==> config.mk <==
export PLATFORM = sky130hd
export DESIGN_NAME = mem_dump_streamer_flat
export DESIGN_NICKNAME = d
export VERILOG_FILES = /design/src/rtl/mem_dump_if.sv /design/src/rtl/mem_dump_streamer.sv /design/src/flat_wrapper.sv
export SDC_FILE = /design/constraint.sdc
export NUM_CORES = 1
export LEC_CHECK = 0
export CAP_MARGIN = 0
export CORE_UTILIZATION = 49
export CTS_BUF_LIST = sky130_fd_sc_hd__clkbuf_4 sky130_fd_sc_hd__clkbuf_8
export DETAILED_ROUTE_END_ITERATION = 12
export HOLD_SLACK_MARGIN = 0.03
export PLACE_DENSITY = 0.79
export SYNTH_ARGS = -nofsm -noshare
export SYNTH_HDL_FRONTEND = slang
export SYNTH_SLANG_ARGS = --single-unit
==> constraint.sdc <==
create_clock -name clk -period 2.3 [get_ports clk]
set_input_delay 0.23 -clock clk [delete_from_list [all_inputs] [get_ports clk]]
set_output_delay 0.23 -clock clk [all_outputs]
set_load 0.02 [all_outputs]
==> src/rtl/mem_dump_if.sv <==
// Bus between mem_dump_streamer and its neighbours: debug command, memory read port, UART TX.
// The streamer connects to the slave modport; the debug/memory/TX side uses master.
interface mem_dump_if #(
  parameter int NB_DATA = 32,
  parameter int NB_ADDR = 8,
  parameter int NB_BYTE = 8
);
  logic               i_start;
  logic [NB_ADDR-1:0] i_base_addr;
  logic [NB_ADDR-1:0] i_word_count;
  logic [NB_ADDR-1:0] o_mem_addr;
  logic [NB_DATA-1:0] i_mem_data;
  logic [NB_BYTE-1:0] o_tx_data;
  logic               o_tx_start;
  logic               i_tx_done;
  logic               o_busy;
  logic               o_done;

  modport slave (
    input  i_start, i_base_addr, i_word_count, i_mem_data, i_tx_done,
    output o_mem_addr, o_tx_data, o_tx_start, o_busy, o_done
  );

  modport master (
    output i_start, i_base_addr, i_word_count, i_mem_data, i_tx_done,
    input  o_mem_addr, o_tx_data, o_tx_start, o_busy, o_done
  );
endinterface

==> src/rtl/mem_dump_streamer.sv <==
// Streams 32-bit memory words to the UART TX one byte at a time, MSB first.
// Optional trailing checksum byte when DUMP_CHECKSUM_EN is defined.
module mem_dump_streamer #(
  parameter int NB_DATA = 32,
  parameter int NB_ADDR = 8,
  parameter int NB_BYTE = 8
) (
  input  logic       clk,
  input  logic       i_rst_n,
  mem_dump_if.slave  bus,
  output logic [2:0] o_state
);

  localparam logic [2:0] ST_IDLE  = 3'd0;
  localparam logic [2:0] ST_LATCH = 3'd1;
  localparam logic [2:0] ST_SEND  = 3'd2;
  localparam logic [2:0] ST_WAIT  = 3'd3;
  localparam logic [2:0] ST_ADV   = 3'd4;
  localparam logic [2:0] ST_DONE  = 3'd5;
`ifdef DUMP_CHECKSUM_EN
  localparam logic [2:0] ST_CSUM  = 3'd6;
  localparam logic [2:0] ST_LAST  = ST_CSUM;
`else
  localparam logic [2:0] ST_LAST  = ST_DONE;
`endif

  logic [2:0]         state_q, state_d;
  logic [NB_ADDR-1:0] addr_q, addr_d;
  logic [NB_ADDR-1:0] rem_q, rem_d;
  logic [NB_DATA-1:0] word_q, word_d;
  logic [1:0]         idx_q, idx_d;
  logic [NB_BYTE-1:0] cur_byte;
`ifdef DUMP_CHECKSUM_EN
  logic [NB_BYTE-1:0] sum_q, sum_d;
  logic               csum_q, csum_d;
`endif

  always_comb begin
    cur_byte = word_q[31:24];
    case (idx_q)
      2'd0: cur_byte = word_q[31:24];
      2'd1: cur_byte = word_q[23:16];
      2'd2: cur_byte = word_q[15:8];
      default: cur_byte = word_q[7:0];
    endcase
  end

  // TX handshake: o_tx_start pulses for the single SEND cycle with o_tx_data valid;
  // o_tx_data holds until the transmitter answers with a one-cycle i_tx_done in WAIT.
  always_comb begin
    state_d = state_q;
    addr_d  = addr_q;
    rem_d   = rem_q;
    word_d  = word_q;
    idx_d   = idx_q;
`ifdef DUMP_CHECKSUM_EN
    sum_d   = sum_q;
    csum_d  = csum_q;
`endif
    case (state_q)
      ST_IDLE: begin
        if (bus.i_start) begin
          addr_d  = bus.i_base_addr;
          rem_d   = bus.i_word_count;
`ifdef DUMP_CHECKSUM_EN
          sum_d   = '0;
          csum_d  = 1'b0;
`endif
          state_d = (bus.i_word_count == '0) ? ST_LAST : ST_LATCH;
        end
      end
      ST_LATCH: begin
        word_d  = bus.i_mem_data;
        idx_d   = 2'd0;
        state_d = ST_SEND;
      end
      ST_SEND: begin
`ifdef DUMP_CHECKSUM_EN
        if (!csum_q) sum_d = sum_q + cur_byte;
`endif
        state_d = ST_WAIT;
      end
      ST_WAIT: begin
        if (bus.i_tx_done) state_d = ST_ADV;
      end
      ST_ADV: begin
`ifdef DUMP_CHECKSUM_EN
        if (csum_q) begin
          state_d = ST_DONE;
        end else
`endif
        if (idx_q != 2'd3) begin
          idx_d   = idx_q + 2'd1;
          state_d = ST_SEND;
        end else begin
          rem_d   = rem_q - NB_ADDR'(1);
          addr_d  = addr_q + NB_ADDR'(4);
          state_d = (rem_q == NB_ADDR'(1)) ? ST_LAST : ST_LATCH;
        end
      end
`ifdef DUMP_CHECKSUM_EN
      // The checksum rides through SEND/WAIT/ADV as a one-byte pseudo word.
      ST_CSUM: begin
        word_d  = {sum_q, 24'd0};
        idx_d   = 2'd0;
        csum_d  = 1'b1;
        state_d = ST_SEND;
      end
`endif
      ST_DONE: state_d = ST_IDLE;
      default: state_d = ST_IDLE;
    endcase
  end

  always_ff @(posedge clk) begin
    if (!i_rst_n) begin
      state_q <= ST_IDLE;
      addr_q  <= '0;
      rem_q   <= '0;
      word_q  <= '0;
      idx_q   <= '0;
`ifdef DUMP_CHECKSUM_EN
      sum_q   <= '0;
      csum_q  <= 1'b0;
`endif
    end else begin
      state_q <= state_d;
      addr_q  <= addr_d;
      rem_q   <= rem_d;
      word_q  <= word_d;
      idx_q   <= idx_d;
`ifdef DUMP_CHECKSUM_EN
      sum_q   <= sum_d;
      csum_q  <= csum_d;
`endif
    end
  end

  assign bus.o_mem_addr = addr_q;
  assign bus.o_tx_data  = cur_byte;
  assign bus.o_tx_start = (state_q == ST_SEND);
  assign bus.o_busy     = (state_q != ST_IDLE);
  assign bus.o_done     = (state_q == ST_DONE);
  assign o_state        = state_q;

endmodule

==> src/flat_wrapper.sv <==
// flat-port wrapper written by rule: the top's interface ports become plain ports
module mem_dump_streamer_flat 
#(
  parameter int NB_DATA = 32,
  parameter int NB_ADDR = 8,
  parameter int NB_BYTE = 8
)
  (clk, i_rst_n, o_state, bus_i_start, bus_i_base_addr, bus_i_word_count, bus_i_mem_data, bus_i_tx_done, bus_o_mem_addr, bus_o_tx_data, bus_o_tx_start, bus_o_busy, bus_o_done);
  mem_dump_if #(.NB_DATA(NB_DATA), .NB_ADDR(NB_ADDR), .NB_BYTE(NB_BYTE)) bus_i ();
  input  logic clk;
  input  logic i_rst_n;
  output logic [2:0] o_state;
  input wire logic [$bits(bus_i.i_start)-1:0] bus_i_start;
  input wire logic [$bits(bus_i.i_base_addr)-1:0] bus_i_base_addr;
  input wire logic [$bits(bus_i.i_word_count)-1:0] bus_i_word_count;
  input wire logic [$bits(bus_i.i_mem_data)-1:0] bus_i_mem_data;
  input wire logic [$bits(bus_i.i_tx_done)-1:0] bus_i_tx_done;
  output wire logic [$bits(bus_i.o_mem_addr)-1:0] bus_o_mem_addr;
  output wire logic [$bits(bus_i.o_tx_data)-1:0] bus_o_tx_data;
  output wire logic [$bits(bus_i.o_tx_start)-1:0] bus_o_tx_start;
  output wire logic [$bits(bus_i.o_busy)-1:0] bus_o_busy;
  output wire logic [$bits(bus_i.o_done)-1:0] bus_o_done;
  assign bus_i.i_start = bus_i_start;
  assign bus_i.i_base_addr = bus_i_base_addr;
  assign bus_i.i_word_count = bus_i_word_count;
  assign bus_i.i_mem_data = bus_i_mem_data;
  assign bus_i.i_tx_done = bus_i_tx_done;
  assign bus_o_mem_addr = bus_i.o_mem_addr;
  assign bus_o_tx_data = bus_i.o_tx_data;
  assign bus_o_tx_start = bus_i.o_tx_start;
  assign bus_o_busy = bus_i.o_busy;
  assign bus_o_done = bus_i.o_done;
  mem_dump_streamer #(.NB_DATA(NB_DATA), .NB_ADDR(NB_ADDR), .NB_BYTE(NB_BYTE)) u_core (.clk(clk), .i_rst_n(i_rst_n), .bus(bus_i), .o_state(o_state));
endmodule
# --- Word-level counts from Yosys, hierarchy flattened ---
# Cells that the tools add are included.
classes:
  add_sub_neg: 3
  eq_ne: 13
  mux: 15
  reduce_logical: 9
ops:
  columns: ["cell", "n"]
  rows:
  - ["2-to-1 mux 8 bit", 4]
  - ["case mux 8 bit (2 select lines)", 2]
  - ["case mux 8 bit (3 select lines)", 1]
  - ["2-to-1 mux 3 bit", 5]
  - ["case mux 3 bit (5 select lines)", 1]
  - ["adder 8 x 3 -> 8 bit (second input constant)", 1]
  - ["== test 8 x 1 -> 1 bit (second input constant)", 1]
  - ["logical NOT 8 bit", 1]
  - ["!= test 2 bit (second input constant)", 4]
  - ["subtractor 8 x 1 -> 8 bit (second input constant)", 1]
  - ["== test 3 x 2 -> 1 bit (second input constant)", 2]
  - ["== test 3 bit (second input constant)", 2]
  - ["case mux 2 bit (2 select lines)", 1]
  - ["AND reduction 2 bit", 2]
  - ["nonzero test 2 bit", 2]
  - ["== test 3 x 1 -> 1 bit (second input constant)", 1]
  - ["logical NOT 3 bit", 1]
  - ["AND reduction 3 bit", 1]
  - ["nonzero test 3 bit", 1]
  - ["adder 2 x 1 -> 2 bit (second input constant)", 1]
  - ["== test 2 x 1 -> 1 bit (second input constant)", 1]
  - ["== test 2 bit (second input constant)", 1]
  - ["logical NOT 2 bit", 1]
  - ["2-to-1 mux 2 bit", 1]
  - ["!= test 2 x 1 -> 1 bit (second input constant)", 1]
word_totals:
  regBits: 53
  inputBits: 52
  output_inout_bits: 22
  word_cells: 45

# --- Logic depth before layout (Yosys ltp) ---
# Gate-level depths: netlist of the first run.
depth:
  depth_word: 4
  depth_mapped: 6
  depth_no_buf: 6

# --- Worst setup path before layout of the first run ---
# No wires, ideal clock.
synth_timing:
  kind: "register to output"
  start: "register u_core.idx_q[0]"
  end: "output port bus_o_tx_data[0]"
  t_arrival_ns: 1.404
  required_ns: 2.070
  slack_ns: 0.666
  stages_incl_launch_ff: 4
  path_buffers: 1
  cell_sequence: "dfxtp_1 ha_1 clkbuf_1 mux2i_1"
synth_between:
  elab_chain_len: 2
  word_cells_on_any_way: 4
  cone_classes: "eq/ne: 2; mux: 1; reduce/logical: 1"
synth_rtl:
  columns: ["item", "line", "text"]
  rows:
  - ["from (decl)", "mem_dump_streamer.sv:31", "logic [1:0] idx_q, idx_d;"]
  - ["from (signal assigned)", "mem_dump_streamer.sv:131", "idx_q <= idx_d;"]
  - ["== test 2 bit, or another cell as far along", "mem_dump_streamer.sv:40", "case (idx_q)"]
  - ["case mux 8 bit (3 select lines) (*)", "mem_dump_streamer.sv:40", null]
  - ["to (decl)", "flat_wrapper.sv:19", "output wire logic [$bits(bus_i.o_tx_data)-1:0] bus_o_tx_data;"]
# Mark *: on every way between the ends. The rest lies on a longest branch, timed or not.

# --- Final worst setup path of the first run ---
layout_timing:
  start: "register u_core.idx_q[1]"
  end: "output port bus_o_tx_data[5]"
# Same word-level chain as after synthesis.

==> results of run 1 <==
-- synthesized netlist by cell type, drive strengths merged, types with 3 or more instances --
library cell  instances  area (um^2)
nand2                83        311.6
o21ai                 4        20.01
nor3b                 4        45.05
nand2b                3        18.77
nand3                 3        15.01
buf                  11        67.56
nor3                  7        35.03
a311oi                3        26.28
ha                    7        87.58
a21oi                50        250.2
inv                  13        48.80
or3b                  3        26.28
dfxtp                53         1061
a222oi                8        80.08
nor2                 14        52.55
o22ai                 7        43.79
or3                   5        31.28
nor4                  3        18.77
mux2i                11        110.1
clkbuf               14        52.55
-- final timing paths --
check	start	to	slack (ns)	cells past startpoint
hold reg to reg	u_core.word_q[24]$_SDFFE_PN0P_	u_core.word_q[24]$_SDFFE_PN0P_	0.46	2
setup / recovery	u_core.idx_q[1]$_SDFFE_PN0P_	bus_o_tx_data[5]	0.15	5
setup reg to reg	u_core.idx_q[0]$_SDFFE_PN0P_	u_core.bus.o_mem_addr[7]$_SDFFE_PN0P_	0.34	6
hold / removal	bus_i_mem_data[5]	u_core.word_q[5]$_SDFFE_PN0P_	0.45	3
-- area by class of cell --
cell class | count | area [um^2]
well taps | 70 | 87.58
fillers | 451 | 1679
inverters | 14 | 52.55
clock inverters | 2 | 13.76
multi-input cells | 239 | 1371
repair buffers | 79 | 765.7
clock buffers | 6 | 76.32
flip-flops and latches | 53 | 1061
-- cells by family after synthesis --
logic type	after synthesis	synth area share
fa+ha+maj	7	0.03373
flops	53	0.4087
simple gates	133	0.2342
mux	13	0.05109
buf+inv	39	0.06650
compound gates	86	0.2058
-- worst min-delay path: stages --
cell and delay (ns):
clkdlybuf4s50_1 0.39, nand2_1 0.05, a21oi_1 0.05
-- power groups by stage --
stage / sequential [W] / clock, W / combinational (W)
final: 0.00114 / 0.000541 / 0.000777
after global placement: 0.00115 / 0 / 0.000770
after CTS: 0.00114 / 0.000554 / 0.000777
after floorplan: 0.00115 / 0 / 0.000502
after global routing: 0.00116 / 0.000591 / 0.000859
after detailed placement: 0.00116 / 0 / 0.000785
-- per-layer routing --
| layer | track usage | share of wire | vias to the layer above |
|---|---|---|---|
| li1 | - | - | 1276 |
| met1 | 0.3325 | 0.47 | 1145 |
| met2 | 0.3694 | 0.46 | 89 |
| met3 | 0.05489 | 0.061 | 7 |
| met4 | 0.06499 | 0.0081 | 0 |
| met5 | 0 | 0 | - |
-- sequential cells by signal, indices dropped and copies added, names as in the netlist --
name,count
u_core.bus.o_mem_addr,8
u_core.word_q,32
u_core.idx_q,2
u_core.rem_q,8
u_core.o_state,3
-- metrics by stage --
stage               area (um^2)  worst slack, ns  std cells  power, W  utilization
floorplan                  2596           0.6657        331  0.001649            -
global placement           3346           0.3111        455  0.001924       0.6551
detailed placement         3346           0.2871        455  0.001944       0.6551
CTS                        3426           0.1494        463  0.002469       0.6708
global route               3428          0.01140        463  0.002608       0.6712
finish                     3428           0.1488        463  0.002457       0.6712
-- timing repair --
item,in CTS,in global routing
endpoints found under the hold margin,0,0
setup endpoints to repair,8,1
gates resized for setup,8,1
==> summary.txt, run 1 <==
DR DRC count: 0
Net Sw Power: 0.0008372 W
CP Class: register to primary output
CTS root buf: clkbuf_8
leakage power: 1.251 nW
row cnt: 26
Vias: 2517
clock share of power: 0.220
cell internal pwr: 0.001620 W
outcome: finished clean
H-Tree Depth: 2
wirelength, routed: 6.279 mm
register area share after synthesis: 0.4087
Worst Path Buf+Inv: 2
maximum vdd drop: 0.0004211 V
Critical Path RT: 2.07 ns
final hold viol count: 0
Cell variety after synth: 44
Post-CTS Setup Repair Bufs: 0
Final Cycle Share: 0.9353
routed vias/inst: 5.436
Die Wd: 74.79 um
CP max FO: 8
CORE AREA: 5107 um^2
power per cell area: 716.6 nW/um^2
Slew headroom: 0.5607
final setup fails: 0
setup tns final: 0 ns
asr flop ratio synth: 0
DR WL/cell: 13.56 um
largest net degree at the start of global routing: 45
Final min period: 2.151 ns
Port Buffers: 73
Hold Slack: 0.4547 ns
commonest non-fill, non-tap cell in the layout: nand2_1
Peak Freq: 464.8 MHz
total gr overflow: 0
vias in the first global route: 2143
Flop pwr share: 0.464
RSZ-0062 raised after global routing: no
HPWL Detailed: 4.377 mm
# Max-Cap Violations: 0
number of CTS-inserted buffers: 5
Initial Util: 0.5083
clock tree buffer depth: 2
Logic pwr share: 0.316
commonest non-fill, non-tap cells in the layout: nand2_1, clkdlybuf4s50_1, dfxtp_1, a21oi_1, nor2_1
CP Capture Type: primary output
Primary FF master, synth: dfxtp_1
Post-synth EDFFs: 0
antenna viol nets, final: 0
First-pass DRT Iterations: 9
number of diodes: 0
IO Pins: 74
Crit path arrival time: 1.92 ns
DRT iter0 DRCs: 243
CTS clock-pin slew for the worst setup and hold paths: 0.10 ns
crit start category: register
CP max stage cell: a222oi_1
crit-path cells: inv_1 -> ha_1 -> a222oi_1 -> mux2i_1 -> dlygate4sd2_1
Top Family by Delay on Critical Path: compound AO/OA/AOI/OAI gates
worst-skew pair later-pin latency: 0.31 ns
CTS tree: yes
Yosys Warn Count: 0
GPL Wtd Cong: 0.8299
final clock skew: 0.006135 ns
Synth Cell Area: 2596 um^2
Yosys reg bits: 53
die area: 5594 um^2
CTS Hold Buffers Added: 0
Synth Net Count: 390
worst-margin pin slew: 0.6589 ns
layout cells sized above 1: 0.06107
Die H: 74.79 um
switching share of power: 0.3408
max-slew violations: 0
syn_area_per_cell: 7.844 um^2
first-pass GRT wire length: 10.16 mm
CP max stage delay: 0.43 ns
Area Growth Syn to Fin: 32.05%
clock sinks: 53
Total GRT Usage: 0.2379
final net count: 451
Mapped Cells: 331
Hold Crit Class: input port to register
antenna violations before repair: 0
Note: power is estimated with default switching activity, not from simulation.
==> run 2, diff against run 1 <==
--- a/config.mk
+++ b/config.mk
@@ -11,6 +11,8 @@
 export DETAILED_ROUTE_END_ITERATION = 12
 export HOLD_SLACK_MARGIN = 0.03
 export PLACE_DENSITY = 0.79
+export REMOVE_ABC_BUFFERS = 1
+export SETUP_SLACK_MARGIN = 0.1
 export SYNTH_ARGS = -nofsm -noshare
 export SYNTH_HDL_FRONTEND = slang
 export SYNTH_SLANG_ARGS = --single-unit
==> run 2 against run 1 <==
  * Maximum frequency up 0.20%
  * Combinational power up 0.9%
  * Sequential share of layout area down 0.17 points
  * Setup slack better by 0.0044 ns
  * Sequential power about the same
  * Largest cell class unchanged
  * Highest routed layer unchanged
==> summary.txt, run 2 (same netlist as run 1, synthesis figures left out) <==
Area Growth Syn to Fin: 32.77%
final setup fails: 0 (unchanged)
DR DRC count: 0 (unchanged)
Die Wd: 74.79 um (unchanged)
total gr overflow: 0 (unchanged)
Total Power: 0.002465 W (+0.34%)
# Max-Cap Violations: 0 (unchanged)
first-pass GRT wire length: 9.791 mm (-3.6%)
maximum vdd drop: 0.0004733 V (+12%)
HPWL Detailed: 4.367 mm (-0.21%)
worst-skew pair later-pin latency: 0.30 ns (about the same)
DR WL/cell: 13.17 um (-2.9%)
crit start category: register
Hold Path End: u_core.word_q[12]$_SDFFE_PN0P_
vias in the first global route: 2267 (+5.8%)
Vias: 2486 (-1.2%)
commonest non-fill, non-tap cells in the layout: nand2_1, clkdlybuf4s50_1, dfxtp_1, a21oi_1, nor2_1
Slew headroom: 0.5557 (-0.005035)
Initial Util: 0.5083 (unchanged)
First-pass DRT Iterations: 6 (-3)
setup tns final: 0 ns (unchanged)
CTS Hold Buffers Added: 0 (unchanged)
Final min period: 2.147 ns (-0.004378 ns)
wirelength, routed: 6.111 mm (-2.7%)
final net count: 452 (+0.22%)
max reg flops: 32 (unchanged)
hold path depth: 2 (-1)
max-slew violations: 0 (unchanged)
RSZ-0062 raised after global routing: no
CTS root buf: clkbuf_8
Total GRT Usage: 0.2265 (-0.01142)
Hold Crit Class: register to register
GPL Wtd Cong: 0.7810 (-5.9%)
outcome: finished clean
routed vias/inst: 5.358 (-1.4%)
Crit path arrival time: 1.92 ns (about the same)
largest net degree at the start of global routing: 35 (-22%)
leakage power: 1.254 nW (+0.27%)
commonest non-fill, non-tap cell in the layout: nand2_1
Die H: 74.79 um (unchanged)
final clock skew: 0.007609 ns (+0.001474 ns)
Post-CTS Setup Repair Bufs: 0 (unchanged)
H-Tree Depth: 2 (unchanged)
reg2reg setup slack: 0.42 ns (+0.08 ns)
worst-margin pin slew: 0.6665 ns (+0.007552 ns)
CP Class: register to primary output
power per cell area: 715.1 nW/um^2 (-0.21%)
FF-to-FF path depth: 5 (-1)
CORE AREA: 5107 um^2 (unchanged)
clock tree buffer depth: 2 (unchanged)
Port Buffers: 73 (unchanged)
placed cell area: 3353 um^2 (+0.22%)
number of CTS-inserted buffers: 5 (unchanged)
antenna viol nets, final: 0 (unchanged)
Final Cycle Share: 0.9334 (-0.001903)
die area: 5594 um^2 (unchanged)
row cnt: 26 (unchanged)
hold_sp: u_core.word_q[12]$_SDFFE_PN0P_
register with the highest flop count: u_core.word_q
number of diodes: 0 (unchanged)
clock sinks: 53 (unchanged)
reg2reg end: u_core.rem_q[4]$_SDFFE_PN0P_
CP max FO: 8 (unchanged)
CTS tree: yes
post-route cell area: 3447 um^2 (+0.55%)
IO Pins: 74 (unchanged)
CTS clock-pin slew for the worst setup and hold paths: 0.09 ns (about the same)
Peak Freq: 465.8 MHz (+0.20%)
RR Startpoint: u_core.idx_q[0]$_SDFFE_PN0P_
antenna violations before repair: 0 (unchanged)
layout cells sized above 1: 0.06853 (+0.007459)
Critical Path RT: 2.07 ns (about the same)
DRT iter0 DRCs: 147 (-40%)
final hold viol count: 0 (unchanged)
# fillers: 460 (+2.0%)
CP Capture Type: primary output
run 2: area by class of cell:
cell class / instances / area, um^2 / area share
clock buffer: 6 / 82.58 / 0.02396
clock inverter: 2 / 13.76 / 0.003993
inverter: 14 / 52.55 / 0.01524
multi-input combinational: 239 / 1376 / 0.3993
sequential: 53 / 1061 / 0.3078
tap: 70 / 87.58 / 0.02541
timing repair buffer: 80 / 773.2 / 0.2243
run 2: worst max path at each step:
stage | start | end | cells after the start
after floorplan | u_core.o_state[0]$_SDFFE_PN0P_ | u_core.idx_q[1]$_SDFFE_PN0P_ | 3
after global placement | u_core.idx_q[0]$_SDFFE_PN0P_ | bus_o_tx_data[7] | 5
after detailed placement | u_core.idx_q[1]$_SDFFE_PN0P_ | bus_o_tx_data[3] | 5
after CTS | u_core.idx_q[1]$_SDFFE_PN0P_ | bus_o_tx_data[3] | 5
after global routing | u_core.idx_q[0]$_SDFFE_PN0P_ | bus_o_tx_data[3] | 5
final | u_core.idx_q[0]$_SDFFE_PN0P_ | bus_o_tx_data[3] | 5
run 2: stage by stage:
step                      setup slack (ns)    util  cells  hold slack, ns
after floorplan                     0.1695       -    306          0.3475
after global placement              0.3047  0.6565    456          0.4442
after detailed placement            0.2063  0.6565    456          0.4463
after CTS                          0.08474  0.6739    464          0.4580
after global routing                0.1050  0.6749    464          0.4646
final                               0.1531  0.6749    464          0.4592
run 2: routing by layer:
| metal | global-route usage | part of all wire |
|---|---|---|
| met1 | 0.2907 | 0.45 |
| met2 | 0.3964 | 0.49 |
| met3 | 0.04552 | 0.052 |
| met4 | 0.04403 | 0.0080 |
| met5 | 0 | 0 |
run 2: what timing repair did:
action / 4_1_cts / 5_1_grt
gates resized for setup: 9 / 2
gates cloned: 0 / 0
pin swaps: 0 / 1
setup endpoints to repair: 8 / 5
run 2: worst max-delay path, cell delays in order (launching register included):
cell,delay [ns]
dfxtp_1,0.38
inv_1,0.10
ha_1,0.33
a222oi_1,0.30
mux2i_1,0.16
dlygate4sd2_1,0.35
run 2: power by group:
part / internal [W] / total [W] / switching (W) / leakage, nW
Clock: 0.000244 / 0.000545 / 0.000301 / 0.0512
Sequential: 0.00103 / 0.00114 / 0.000107 / 0.433
Combinational: 0.000366 / 0.000784 / 0.000418 / 0.770
==> run 3, diff against run 2 <==
--- a/config.mk
+++ b/config.mk
@@ -10,6 +10,7 @@
 export CTS_BUF_LIST = sky130_fd_sc_hd__clkbuf_4 sky130_fd_sc_hd__clkbuf_8
 export DETAILED_ROUTE_END_ITERATION = 12
 export HOLD_SLACK_MARGIN = 0.03
+export MAX_ROUTING_LAYER = met4
 export PLACE_DENSITY = 0.79
 export REMOVE_ABC_BUFFERS = 1
 export SETUP_SLACK_MARGIN = 0.1
==> run 3 against run 2 <==
  * Cell area did not move
  * Setup slack got worse by 0.015 ns
  * Highest routed layer unchanged
  * Sequential cell count did not move
  * Count of clock-buffer cells in the layout did not move
  * Combinational power barely moved
  * Routed wire length rose by 0.18%
  * Sequential share of layout area did not move
==> summary.txt, run 3 (same netlist as run 1, synthesis figures left out) <==
outcome: finished clean
worst-margin pin slew: 0.6632 ns (-0.003250 ns)
total gr overflow: 0 (unchanged)
register with the highest flop count: u_core.word_q
CP max stage delay: 0.38 ns (about the same)
Die H: 74.79 um (unchanged)
grt met3 use: 0.04552 (unchanged)
clock share of power: 0.222 (about the same)
first-pass GRT wire length: 9.798 mm (about the same)
HPWL Detailed: 4.367 mm (unchanged)
H-Tree Depth: 2 (unchanged)
CTS root buf: clkbuf_8
max reg flops: 32 (unchanged)
final clock skew: 0.009378 ns (+0.001769 ns)
CP Class: register to primary output
placed cell area: 3353 um^2 (unchanged)
post-route cell area: 3447 um^2 (unchanged)
Die Wd: 74.79 um (unchanged)
Total Power: 0.002466 W (about the same)
worst-skew pair later-pin latency: 0.31 ns (about the same)
# fillers: 460 (unchanged)
number of CTS-inserted buffers: 5 (unchanged)
RSZ-0062 raised after global routing: no
CORE AREA: 5107 um^2 (unchanged)
DR DRC count: 0 (unchanged)
First-pass DRT Iterations: 4 (-2)
Worst Path Buf+Inv: 2 (unchanged)
cell internal pwr: 0.001639 W (about the same)
switching share of power: 0.3356 (about the same)
CTS clock-pin slew for the worst setup and hold paths: 0.10 ns (about the same)
crit start category: register
commonest non-fill, non-tap cell in the layout: nand2_1
Initial Util: 0.5083 (unchanged)
# Max-Cap Violations: 0 (unchanged)
number of diodes: 0 (unchanged)
Peak Freq: 462.6 MHz (-0.69%)
leakage power: 1.254 nW (unchanged)
Vias: 2494 (+0.32%)
Sequential Area: 1061 um^2 (unchanged)
Net Sw Power: 0.0008275 W (+0.12%)
clock tree buffer depth: 2 (unchanged)
layout cells sized above 1: 0.06853 (unchanged)
Placed Cells: 456 (unchanged)
DRT iter0 DRCs: 158 (+7.5%)
reg2reg setup slack: 0.42 ns (about the same)
CP max stage cell: dfxtp_1
die area: 5594 um^2 (unchanged)
final non-filler cell total: 464 (unchanged)
Logic pwr share: 0.318 (about the same)
wirelength, routed: 6.122 mm (+0.18%)
DR WL/cell: 13.19 um (+0.18%)
Top Family by Delay on Critical Path: buffers and inverters
commonest non-fill, non-tap cells in the layout: nand2_1, clkdlybuf4s50_1, dfxtp_1, a21oi_1, nor2_1
Critical Path RT: 2.07 ns (about the same)
multi-input logic area: 1376 um^2 (unchanged)
Area Growth Syn to Fin: 32.77% (unchanged)
antenna violations before repair: 0 (unchanged)
power per cell area: 715.4 nW/um^2 (about the same)
antenna viol nets, final: 0 (unchanged)
Slew headroom: 0.5579 (+0.002167)
max-slew violations: 0 (unchanged)
Total GRT Usage: 0.2339 (+0.007444)
setup tns final: 0 ns (unchanged)
largest net degree at the start of global routing: 35 (unchanged)
final setup fails: 0 (unchanged)
CP max FO: 8 (unchanged)
GRT busiest layer: met2
crit-path cells: inv_1 -> ha_1 -> a222oi_1 -> mux2i_1 -> dlygate4sd2_1
met1 Use GR: 0.2932 (+0.002506)
Flop pwr share: 0.460 (about the same)
clock sinks: 53 (unchanged)
routed vias/inst: 5.375 (+0.32%)
CTS tree: yes
final hold viol count: 0 (unchanged)
row cnt: 26 (unchanged)
Hold Slack: 0.4578 ns (-0.001373 ns)
Hold Crit Class: input port to register
CTS Hold Buffers Added: 0 (unchanged)
Final Cycle Share: 0.9399 (+0.006503)
vias in the first global route: 2261 (-0.26%)
GPL Wtd Cong: 0.7918 (+1.4%)
CP Capture Type: primary output
Final min period: 2.162 ns (+0.01496 ns)
GR Layer Usage met2: 0.3944 (-0.002002)
maximum vdd drop: 0.0004720 V (-0.27%)
Port Buffers: 73 (unchanged)
final net count: 452 (unchanged)
Crit path arrival time: 1.93 ns (about the same)
IO Pins: 74 (unchanged)
## run 3: cell counts in the layout (fill, tap and decap cells not counted)
Identical to the previous run, type by type.
## run 3: stage by stage
step                        util  worst slack (ns)
after detailed placement  0.6565            0.2063
after global placement    0.6565            0.3047
final                     0.6749            0.1382
after global routing      0.6749            0.1050
after floorplan                -            0.1695
after CTS                 0.6739           0.08474
## run 3: final timing paths
check                                                    from                        endpoint  cells after the start
worst min register to register  u_core.word_q[4]$_SDFFE_PN0P_   u_core.word_q[4]$_SDFFE_PN0P_                      2
worst min-delay path                       bus_i_mem_data[13]  u_core.word_q[13]$_SDFFE_PN0P_                      3
worst max-delay path             u_core.idx_q[0]$_SDFFE_PN0P_                bus_o_tx_data[3]                      5
worst max register to register   u_core.idx_q[0]$_SDFFE_PN0P_    u_core.rem_q[4]$_SDFFE_PN0P_                      5
## run 3: area by class of cell
| cell class | count | share of cell area |
|---|---|---|
| clock buffers | 6 | 0.02396 |
| well taps | 70 | 0.02541 |
| repair buffers | 80 | 0.2243 |
| multi-input cells | 239 | 0.3993 |
| flip-flops and latches | 53 | 0.3078 |
| clock inverters | 2 | 0.003993 |
| inverters | 14 | 0.01524 |
## run 3: worst register-to-register path, delay by kind of cell, from the launching register on
kind | cells | cell delay (ns)
AOI/OAI and AO/OA | 1 | 0.21
adders and majority gates | 1 | 0.40
DFF | 1 | 0.38
muxes | 1 | 0.25
and+or+nand+nor | 2 | 0.58
## run 3: layer usage
metal	routed length (um)	share of wire
met2	2989	0.49
met4	47	0.0077
met1	2805	0.46
met5	0	0
met3	281	0.046
## run 3: power groups by stage
stage	combinational (W)	clock (W)	sequential [W]
2_1_floorplan	0.000442	0	0.00116
3_3_place_gp	0.000779	0	0.00115
3_5_place_dp	0.000794	0	0.00115
4_1_cts	0.000785	0.000553	0.00113
5_1_grt	0.000870	0.000588	0.00115
6_report	0.000783	0.000547	0.00114
## run 3: what timing repair did
item / in CTS / in global routing
buffers inserted: 0 / 0
pin swaps: 0 / 1
endpoints found under the hold margin: 0 / 0
gates resized for setup: 9 / 2
setup endpoints to repair: 8 / 5
